==> config.mk <==
export PLATFORM = sky130hd
export DESIGN_NAME = acq_peak_search_flat
export DESIGN_NICKNAME = d
export VERILOG_FILES = /design/src/rtl/acq_peak_search_if.sv /design/src/rtl/acq_peak_search.sv /design/src/flat_wrapper.sv
export SDC_FILE = /design/constraint.sdc
export NUM_CORES = 1
export LEC_CHECK = 0
export CAP_MARGIN = 20
export CORE_MARGIN = 2
export CORE_UTILIZATION = 30
export CTS_BUF_LIST = sky130_fd_sc_hd__clkbuf_4
export DETAILED_ROUTE_END_ITERATION = 8
export MAX_ROUTING_LAYER = met4
export PLACE_DENSITY = 0.58
export SLEW_MARGIN = 10
export SYNTH_ARGS = -nofsm -noshare
export SYNTH_HDL_FRONTEND = slang
export SYNTH_SLANG_ARGS = --single-unit
==> constraint.sdc <==
create_clock -name clk -period 3.3 [get_ports clk]
set_input_delay 0.495 -clock clk [delete_from_list [all_inputs] [get_ports clk]]
set_output_delay 0.495 -clock clk [all_outputs]
set_load 0.02 [all_outputs]
==> src/rtl/acq_peak_search_if.sv <==
// Stream and result bundle of the acquisition peak search: amplitude beats in, top-3 peaks,
// noise sum and status out. The master side drives the stream; the slave side is the search block.
interface acq_peak_search_if #(
    parameter int AMP_W   = 10,
    parameter int IDX_W   = 11,
    parameter int NOISE_W = 21
);
    logic               start;
    logic               amp_valid;
    logic [AMP_W-1:0]   amp_in;
    logic               amp_last;
    logic               busy;
    logic               done;
    logic [AMP_W-1:0]   peak1_amp;
    logic [IDX_W-1:0]   peak1_idx;
    logic [AMP_W-1:0]   peak2_amp;
    logic [IDX_W-1:0]   peak2_idx;
    logic [AMP_W-1:0]   peak3_amp;
    logic [IDX_W-1:0]   peak3_idx;
    logic [NOISE_W-1:0] noise_sum;
    logic               idx_ovf;

    modport master (
        output start, amp_valid, amp_in, amp_last,
        input  busy, done, peak1_amp, peak1_idx, peak2_amp, peak2_idx,
               peak3_amp, peak3_idx, noise_sum, idx_ovf
    );

    modport slave (
        input  start, amp_valid, amp_in, amp_last,
        output busy, done, peak1_amp, peak1_idx, peak2_amp, peak2_idx,
               peak3_amp, peak3_idx, noise_sum, idx_ovf
    );
endinterface

==> src/rtl/acq_peak_search.sv <==
// Tracks the three largest bin amplitudes (with indices) over one search window; noise-floor
// sum is built only when ACQ_NOISE_SUM_EN is defined. Results land one edge after acceptance.
// No back-pressure: one sample per cycle is always accepted while searching.
module acq_peak_search #(
    parameter int AMP_W   = 10,
    parameter int IDX_W   = 11,
    parameter int NOISE_W = 21
) (
    input  logic            clk,
    input  logic            rst_b,
    acq_peak_search_if.slave bus
);
    localparam logic [1:0] ST_IDLE   = 2'd0;
    localparam logic [1:0] ST_SEARCH = 2'd1;
    localparam logic [1:0] ST_FINISH = 2'd2;

    logic [1:0]       state_q,   state_d;
    logic [IDX_W-1:0] bin_cnt_q, bin_cnt_d;
    logic             idx_ovf_q, idx_ovf_d;
    logic [AMP_W-1:0] p1_amp_q, p1_amp_d, p2_amp_q, p2_amp_d, p3_amp_q, p3_amp_d;
    logic [IDX_W-1:0] p1_idx_q, p1_idx_d, p2_idx_q, p2_idx_d, p3_idx_q, p3_idx_d;
    logic             accept;

    // start wins over a same-cycle sample, so it is excluded here
    assign accept = (state_q == ST_SEARCH) && bus.amp_valid && !bus.start;

    always_comb begin
        state_d   = state_q;
        bin_cnt_d = bin_cnt_q;
        idx_ovf_d = idx_ovf_q;
        p1_amp_d  = p1_amp_q;  p1_idx_d = p1_idx_q;
        p2_amp_d  = p2_amp_q;  p2_idx_d = p2_idx_q;
        p3_amp_d  = p3_amp_q;  p3_idx_d = p3_idx_q;

        if (bus.start) begin
            state_d   = ST_SEARCH;
            bin_cnt_d = '0;
            idx_ovf_d = 1'b0;
            p1_amp_d  = '0;  p1_idx_d = '0;
            p2_amp_d  = '0;  p2_idx_d = '0;
            p3_amp_d  = '0;  p3_idx_d = '0;
        end else begin
            case (state_q)
                ST_SEARCH: if (accept && bus.amp_last) state_d = ST_FINISH;
                ST_FINISH: state_d = ST_IDLE;
                default:   state_d = ST_IDLE;
            endcase

            if (accept) begin
                bin_cnt_d = bin_cnt_q + IDX_W'(1);
                if (&bin_cnt_q) idx_ovf_d = 1'b1;

                // strict compares: an equal amplitude never displaces an earlier bin
                if (bus.amp_in > p1_amp_q) begin
                    p3_amp_d = p2_amp_q;   p3_idx_d = p2_idx_q;
                    p2_amp_d = p1_amp_q;   p2_idx_d = p1_idx_q;
                    p1_amp_d = bus.amp_in; p1_idx_d = bin_cnt_q;
                end else if (bus.amp_in > p2_amp_q) begin
                    p3_amp_d = p2_amp_q;   p3_idx_d = p2_idx_q;
                    p2_amp_d = bus.amp_in; p2_idx_d = bin_cnt_q;
                end else if (bus.amp_in > p3_amp_q) begin
                    p3_amp_d = bus.amp_in; p3_idx_d = bin_cnt_q;
                end
            end
        end
    end

    always_ff @(posedge clk or negedge rst_b) begin
        if (!rst_b) begin
            state_q   <= ST_IDLE;
            bin_cnt_q <= '0;
            idx_ovf_q <= 1'b0;
            p1_amp_q  <= '0;  p1_idx_q <= '0;
            p2_amp_q  <= '0;  p2_idx_q <= '0;
            p3_amp_q  <= '0;  p3_idx_q <= '0;
        end else begin
            state_q   <= state_d;
            bin_cnt_q <= bin_cnt_d;
            idx_ovf_q <= idx_ovf_d;
            p1_amp_q  <= p1_amp_d;  p1_idx_q <= p1_idx_d;
            p2_amp_q  <= p2_amp_d;  p2_idx_q <= p2_idx_d;
            p3_amp_q  <= p3_amp_d;  p3_idx_q <= p3_idx_d;
        end
    end

`ifdef ACQ_NOISE_SUM_EN
    logic [NOISE_W-1:0] noise_q, noise_d;

    always_comb begin
        noise_d = noise_q;
        if (bus.start)   noise_d = '0;
        else if (accept) noise_d = noise_q + NOISE_W'(bus.amp_in);
    end

    always_ff @(posedge clk or negedge rst_b) begin
        if (!rst_b) noise_q <= '0;
        else        noise_q <= noise_d;
    end

    assign bus.noise_sum = noise_q;
`else
    assign bus.noise_sum = '0;
`endif

    // done is decoded straight from the state register: high exactly for the FINISH cycle
    assign bus.busy      = (state_q == ST_SEARCH);
    assign bus.done      = (state_q == ST_FINISH);
    assign bus.idx_ovf   = idx_ovf_q;
    assign bus.peak1_amp = p1_amp_q;
    assign bus.peak1_idx = p1_idx_q;
    assign bus.peak2_amp = p2_amp_q;
    assign bus.peak2_idx = p2_idx_q;
    assign bus.peak3_amp = p3_amp_q;
    assign bus.peak3_idx = p3_idx_q;
endmodule
==> src/flat_wrapper.sv <==
// flat-port wrapper written by rule: the top's interface ports become plain ports
module acq_peak_search_flat 
#(
    parameter int AMP_W   = 10,
    parameter int IDX_W   = 11,
    parameter int NOISE_W = 21
)
  (clk, rst_b, bus_start, bus_amp_valid, bus_amp_in, bus_amp_last, bus_busy, bus_done, bus_peak1_amp, bus_peak1_idx, bus_peak2_amp, bus_peak2_idx, bus_peak3_amp, bus_peak3_idx, bus_noise_sum, bus_idx_ovf);
  acq_peak_search_if #(.AMP_W(AMP_W), .IDX_W(IDX_W), .NOISE_W(NOISE_W)) bus_i ();
  input  logic clk;
  input  logic rst_b;
  input wire logic [$bits(bus_i.start)-1:0] bus_start;
  input wire logic [$bits(bus_i.amp_valid)-1:0] bus_amp_valid;
  input wire logic [$bits(bus_i.amp_in)-1:0] bus_amp_in;
  input wire logic [$bits(bus_i.amp_last)-1:0] bus_amp_last;
  output wire logic [$bits(bus_i.busy)-1:0] bus_busy;
  output wire logic [$bits(bus_i.done)-1:0] bus_done;
  output wire logic [$bits(bus_i.peak1_amp)-1:0] bus_peak1_amp;
  output wire logic [$bits(bus_i.peak1_idx)-1:0] bus_peak1_idx;
  output wire logic [$bits(bus_i.peak2_amp)-1:0] bus_peak2_amp;
  output wire logic [$bits(bus_i.peak2_idx)-1:0] bus_peak2_idx;
  output wire logic [$bits(bus_i.peak3_amp)-1:0] bus_peak3_amp;
  output wire logic [$bits(bus_i.peak3_idx)-1:0] bus_peak3_idx;
  output wire logic [$bits(bus_i.noise_sum)-1:0] bus_noise_sum;
  output wire logic [$bits(bus_i.idx_ovf)-1:0] bus_idx_ovf;
  assign bus_i.start = bus_start;
  assign bus_i.amp_valid = bus_amp_valid;
  assign bus_i.amp_in = bus_amp_in;
  assign bus_i.amp_last = bus_amp_last;
  assign bus_busy = bus_i.busy;
  assign bus_done = bus_i.done;
  assign bus_peak1_amp = bus_i.peak1_amp;
  assign bus_peak1_idx = bus_i.peak1_idx;
  assign bus_peak2_amp = bus_i.peak2_amp;
  assign bus_peak2_idx = bus_i.peak2_idx;
  assign bus_peak3_amp = bus_i.peak3_amp;
  assign bus_peak3_idx = bus_i.peak3_idx;
  assign bus_noise_sum = bus_i.noise_sum;
  assign bus_idx_ovf = bus_i.idx_ovf;
  acq_peak_search #(.AMP_W(AMP_W), .IDX_W(IDX_W), .NOISE_W(NOISE_W)) u_core (.clk(clk), .rst_b(rst_b), .bus(bus_i));
endmodule
# Yosys cells after proc, flatten, opt, wreduce, memory -nomap -nowiden
# Cells that the tools add are included.
[totals]
inputBits = 15
out_inout_bits = 87
register_bits = 77
word_cells = 62
[classes]
eq_ne = 3
add_sub_neg = 1
reduce_logical = 14
magnitude_cmp = 3
muxes = 32
[ops]
columns = ["operator", "count"]
rows = [
  ["11-bit 2-to-1 mux", 14],
  ["10-bit 2-to-1 mux", 12],
  ["10-bit greater-than comparator", 3],
  ["11-bit by 1-bit adder with 11-bit output (second input constant)", 1],
  ["11-bit AND reduction", 1],
  ["2-bit AND reduction", 4],
  ["2-bit 2-to-1 mux", 3],
  ["2-bit nonzero test", 3],
  ["4-bit nonzero test", 1],
  ["1-bit logical AND", 3],
  ["1-bit 2-to-1 mux", 3],
  ["3-bit by 2-bit != test with 1-bit output (second input constant)", 1],
  ["3-bit nonzero test", 1],
  ["2-bit by 1-bit equality test with 1-bit output (second input constant)", 1],
  ["2-bit equality test (second input constant)", 1],
  ["1-bit logical NOT", 1],
]

# Depth between registers and ports, before layout
[logic_depth]
depth_word = 7
mapped_depth = 10
mapped_depth_nobuf = 8

# Worst setup path before layout
# OpenSTA, ideal clock, no wires.
[synth_path]
kind = "flip-flop to flip-flop"
startpoint = "register u_core.p1_amp_q[5], in the netlist u_core.bus.peak1_amp[5]"
endpoint = "register u_core.p3_amp_q[3], in the netlist u_core.bus.peak3_amp[3]"
slack_ps = 830
setup_time_ps = 122
arrival_time_ps = 2348
path_buffers = 1
path_stages_with_launch = 10
synth_period_minus_slack_ps = 2470
required_ps = 3178
cell_sequence = "dfrtp_1 > inv_1 > ha_1 > a21oi_2 > o21ai_2 > a2111oi_4 > o22a_2 > buf_8 > mux2i_1 > o2bb2ai_2"
[synth_via]
elab_chain_len = 4
elab_cells_between_ends = 6
classes_between = "1 x order compare; 3 x mux; 2 x reduce/logical"
[synth_rtl]
columns = ["item", "line_no", "text"]
rows = [
  ["from (decl)", "acq_peak_search.sv:20", "logic [AMP_W-1:0] p1_amp_q, p1_amp_d, p2_amp_q, p2_amp_d, p3_amp_q, p3_amp_d;"],
  ["from (signal assigned)", "acq_peak_search.sv:80", "p1_amp_q <= p1_amp_d; p1_idx_q <= p1_idx_d;"],
  ["10-bit greater-than comparator *", "acq_peak_search.sv:54", "if (bus.amp_in > p1_amp_q) begin"],
  ["10-bit 2-to-1 mux", "acq_peak_search.sv:54", ""],
  ["10-bit 2-to-1 mux", "acq_peak_search.sv:49", "if (accept) begin"],
  ["10-bit 2-to-1 mux", "acq_peak_search.sv:35", "if (bus.start) begin"],
  ["to (signal assigned)", "acq_peak_search.sv:82", "p3_amp_q <= p3_amp_d; p3_idx_q <= p3_idx_d;"],
  ["to (decl)", "acq_peak_search.sv:20", ""],
]
# Every way passes the cells marked *; elsewhere a longest branch is shown, timed or not. The select of a mux whose other input is x is not followed.
# A chain may end at the register's enable or synchronous reset.

# Worst setup path in the final report
[layout_path]
startpoint = "input port bus_amp_in[4]"
endpoint = "register u_core.p1_amp_q[3], in the netlist u_core.bus.peak1_amp[3]"
[layout_via]
elab_chain_len = 3
[layout_rtl]
columns = ["item", "line_no", "text"]
rows = [
  ["from (decl)", "flat_wrapper.sv:14", "input wire logic [$bits(bus_i.amp_in)-1:0] bus_amp_in;"],
  ["10-bit greater-than comparator", "acq_peak_search.sv:54", ""],
  ["2-bit nonzero test (no line)", "n/a", ""],
  ["2-bit AND reduction (no line)", "n/a", ""],
]
# Every way passes these cells.

==> tab_implementation.tex <==
\begin{tabular}{lr}
\hline
Metric & Value \\
\hline
\multicolumn{2}{l}{\textbf{Timing}} \\
\quad Portion of the clock cycle consumed by the worst path in the final layout & about nine tenths \\
\quad Remaining max-slew budget at the tightest pin & around 25\% \\
\quad Number of slew-limit violations in the final report & 0 \\
\quad Final critical-path required period & approximately 2.9 ns \\
\quad Worst slew pin tran & approximately 1.1 ns \\
\quad Unrepaired setup endpoints after global routing & no \\
\quad Hold violation count in the final report & 0 \\
\quad Maximum achievable frequency & roughly 340 MHz \\
\quad Max Clock Skew & roughly 0.02 ns \\
\quad Number of setup violations in the final report & 0 \\
\multicolumn{2}{l}{\textbf{Drt}} \\
\quad DR DRC count & 0 \\
\quad Number of routed nets with antenna violations & 0 \\
\quad 1st-iter DRT viols & roughly 230 \\
\quad Routed length per instance & roughly 18 µm \\
\quad Aggregate routed wire length & 12900 µm \\
\quad DR vias & $\sim$3600 \\
\quad Detailed-routing iteration count for the pre-antenna-repair pass & 4 \\
\quad Via count normalized by instance count & a little over 5 \\
\multicolumn{2}{l}{\textbf{Logic synthesis}} \\
\quad Number of distinct library cells after synthesis & 48 \\
\quad Top area cells in the synthesized netlist & sky130\_fd\_sc\_hd\_\_dfrtp\_1, sky130\_fd\_sc\_hd\_\_mux2i\_1, sky130\_fd\_sc\_hd\_\_ha\_1 \\
\quad YS warnings & 0 \\
\quad Cell area after synthesis & 4590 µm² \\
\quad Post-synth top area share & roughly two fifths \\
\quad Syn Area/Cell & 10.9 µm² \\
\quad Top cell type by total area after synthesis & sky130\_fd\_sc\_hd\_\_dfrtp\_1 \\
\quad Mapped Cells & about 420 \\
\quad Sequential cell area fraction in the yosys report & a little over two fifths \\
\quad Register bit count reported by yosys & 77 \\
\multicolumn{2}{l}{\textbf{Worst setup path}} \\
\quad Crit Reg-Reg Startpoint & u\_core.bus.peak1\_amp[3] \\
\quad Kind of launch point of the worst setup path & input pin \\
\quad Required time of the worst setup path & between 3 and 4 ns \\
\quad Critical Path AT & around 3.3 ns \\
\quad Highest fanout seen on the critical path & 12 \\
\quad Classification of the worst setup path & in2reg \\
\quad CP Launch Point & bus\_amp\_in[4] \\
\quad Setup crit end kind & register \\
\multicolumn{2}{l}{\textbf{Global routing}} \\
\quad M3 GR Usage & around 2.7\% \\
\quad GRT Resource Usage Total & 17.1\% \\
\quad Total congestion overflow after global routing & 0 \\
\quad Vias in the first global route & 3819 \\
\quad Met1 capacity usage during global routing & a little under a quarter \\
\quad GR Util met2 & about a quarter \\
\quad Initial antenna violation count & 0 \\
\quad Wire length of the first global-routing pass & roughly 21000 µm \\
\quad GRT busiest layer & met2 \\
\quad Largest net degree at the start of global routing & between 70 and 80 \\
\multicolumn{2}{l}{\textbf{Clocking}} \\
\quad Number of hold buffers added after CTS & 0 \\
\quad Clock sink count & 77 \\
\quad Number of clock buffers inserted by TritonCTS & 9 \\
\quad CTS tree & built \\
\quad Buffers inserted during post-CTS setup optimization & 0 \\
\quad CTS H-tree lvls & 3 \\
\quad Clock Root Buffer & sky130\_fd\_sc\_hd\_\_clkbuf\_4 \\
\quad CTS Buffer Depth & 2 \\
\quad Clock-pin slew on the worst setup and hold paths & around 0.13 ns \\
\quad Number of gates given a new drive strength after cts & 0 \\
\quad Clock latency at the later pin of the worst-skew pair & approximately 0.47 ns \\
\multicolumn{2}{l}{\textbf{Cells and area}} \\
\quad \# fillers & between 1000 and 1500 \\
\quad Share of post-route cells with drive strength above 1 & around 13\% \\
\quad Fraction of the core area covered by cells at the end of the flow & between 30\% and 40\% \\
\quad Commonest non-fill, non-tap cells in the layout & sky130\_fd\_sc\_hd\_\_clkdlybuf4s50\_1, sky130\_fd\_sc\_hd\_\_dfrtp\_1, sky130\_fd\_sc\_hd\_\_mux2i\_1, sky130\_fd\_sc\_hd\_\_buf\_4 \\
\quad Layout overhead on the synthesized area & 27.2\% \\
\quad Antenna Diode Count & 0 \\
\quad Net count, final & about 570 \\
\quad Most common cell after layout, fill and taps aside & sky130\_fd\_sc\_hd\_\_clkdlybuf4s50\_1 \\
\quad Final non-filler cell area & approximately 5800 µm² \\
\multicolumn{2}{l}{\textbf{Place}} \\
\quad HPWL Detailed & 9680 µm \\
\quad Placed Area & between 5000 and 6000 µm² \\
\quad Quantity of I/O buffers inserted on ports & 80 \\
\quad Global placer's final weighted congestion & between 0.8 and 0.9 \\
\multicolumn{2}{l}{\textbf{Die}} \\
\quad Effective utilization at floorplan & between 30\% and 40\% \\
\quad Top Ports & around 100 \\
\quad Core box area & between 15000 and 20000 µm² \\
\quad Die outline height & $\sim$130 µm \\
\quad Standard-cell row count & 45 \\
\quad Die W & 128 µm \\
\quad Die Footprint & around 16000 µm² \\
\multicolumn{2}{l}{\textbf{Power}} \\
\quad Leak pwr & 2.56 nW \\
\quad Power density of the placed cells & just over 400 nW/µm² \\
\quad Worst vdd ir & between 150 and 200 µV \\
\multicolumn{2}{l}{\textbf{Run status}} \\
\quad Outcome & finished clean \\
\multicolumn{2}{l}{\textbf{Hold path}} \\
\quad Worst min-delay path class & in2async \\
\multicolumn{2}{l}{\textbf{Flow run}} \\
\quad Reported max-cap violation count & 0 \\
\hline
\end{tabular}
## Yosys cell counts (all sizes together)
master and n:
and3b 1, nor2 27, o31ai 21, mux2i 50
a211oi 5, buf 38, and3 4, nand3b 1
mux2 1, nand2b 2, and2 2, a31oi 1
o22ai 1, conb 1, dfrtp 77, o211ai 21
xnor2 5, nor2b 3, nor3 4, a21oi 9
nor4b 1, clkbuf 8, nand4 5, a22o 12
o2bb2ai 21, xor2 5, ha 31, a2111oi 2
and4 5, o21ai 7, nand2 15, nand3 2
a41o 1, o22a 1, nor4 2, inv 31
## layer usage
metal / part of all wire [%] / wire [µm] / up-vias
li1: - / - / 1701
met1: 47 / 6050 / 1815
met2: 47 / 6070 / 103
met3: 4.0 / 513 / 18
met4: 2.3 / 299 / 0
met5: 0 / 0 / -
## logic make-up (layout without fill, tap and decap cells)
| kind of cell | count (synthesis) | count (layout) | synth area share [%] |
|---|---|---|---|
| fa+ha+maj | 31 | 31 | 8.45 |
| simple gates | 74 | 74 | 9.02 |
| compound gates | 102 | 102 | 18.5 |
| flops | 77 | 77 | 42.0 |
| mux | 51 | 51 | 11.1 |
| xor+xnor | 10 | 10 | 1.91 |
| other cells | 1 | 21 | 0.0817 |
| buf+inv | 77 | 160 | 8.97 |
## sequential cells by signal, indices dropped and copies added (netlist names)
name / flops
u_core.bin_cnt_q: 11
u_core.bus.peak1_idx: 11
u_core.bus.peak2_idx: 11
u_core.bus.peak3_idx: 11
u_core.bus.peak1_amp: 10
u_core.bus.peak2_amp: 10
u_core.bus.peak3_amp: 10
u_core.state_q: 2
u_core.bus.idx_ovf: 1
## final cells by class
cell class,count,area (µm²),share of cell area [%]
Multi-Input combinational cell,289,2330,40.0
Clock inverter,5,85.1,1.46
Clock buffer,11,82.6,1.41
Timing Repair Buffer,113,1060,18.1
Sequential cell,77,1930,33.0
Tap cell,188,235,4.03
Inverter,31,116,1.99
## final timing paths
path / end / slack [ns] / cells past startpoint
worst min register to register: u_core.bus.peak3_idx[10] / 0.53 / 1
min in group clk: u_core.bus.peak3_idx[10] / 0.53 / 1
worst max-delay path: u_core.bus.peak1_amp[3] / 0.38 / 8
max in group asynchronous: u_core.bus.peak3_amp[3] / 2.50 / 1
worst max register to register: u_core.bus.peak1_amp[3] / 0.44 / 8
worst min-delay path: u_core.state_q[0] / 0.16 / 1
## stage by stage
stage / hold WS, ns / TNS, ns / power, mW / instances / setup WS, ns
after floorplan: 0.199 / 0 / 1.45 / 443 / 0.830
after global placement: 0.493 / 0 / 1.69 / 698 / 0.0144
after detailed placement: 0.499 / -0.566 / 1.70 / 698 / -0.0633
after CTS: 0.188 / 0 / 2.38 / 714 / 0.423
after global routing: 0.222 / 0 / 2.48 / 714 / 0.253
final: 0.161 / 0 / 2.36 / 714 / 0.383
## critical path: stages
cell                              delay [ns]
sky130_fd_sc_hd__clkdlybuf4s50_1        0.58
sky130_fd_sc_hd__ha_1                   0.29
sky130_fd_sc_hd__nand4_1                0.19
sky130_fd_sc_hd__a211oi_2               0.09
sky130_fd_sc_hd__a2111oi_4              0.41
sky130_fd_sc_hd__nor3_4                 0.10
sky130_fd_sc_hd__nor2_1                 0.87
sky130_fd_sc_hd__a22o_1                 0.28
## power by group
part	total (mW)	switching [mW]	internal (mW)
logic	0.647	0.379	0.268
clock network	0.681	0.354	0.326
registers	1.03	0.0504	0.983
(Power assumes the default switching activity.)
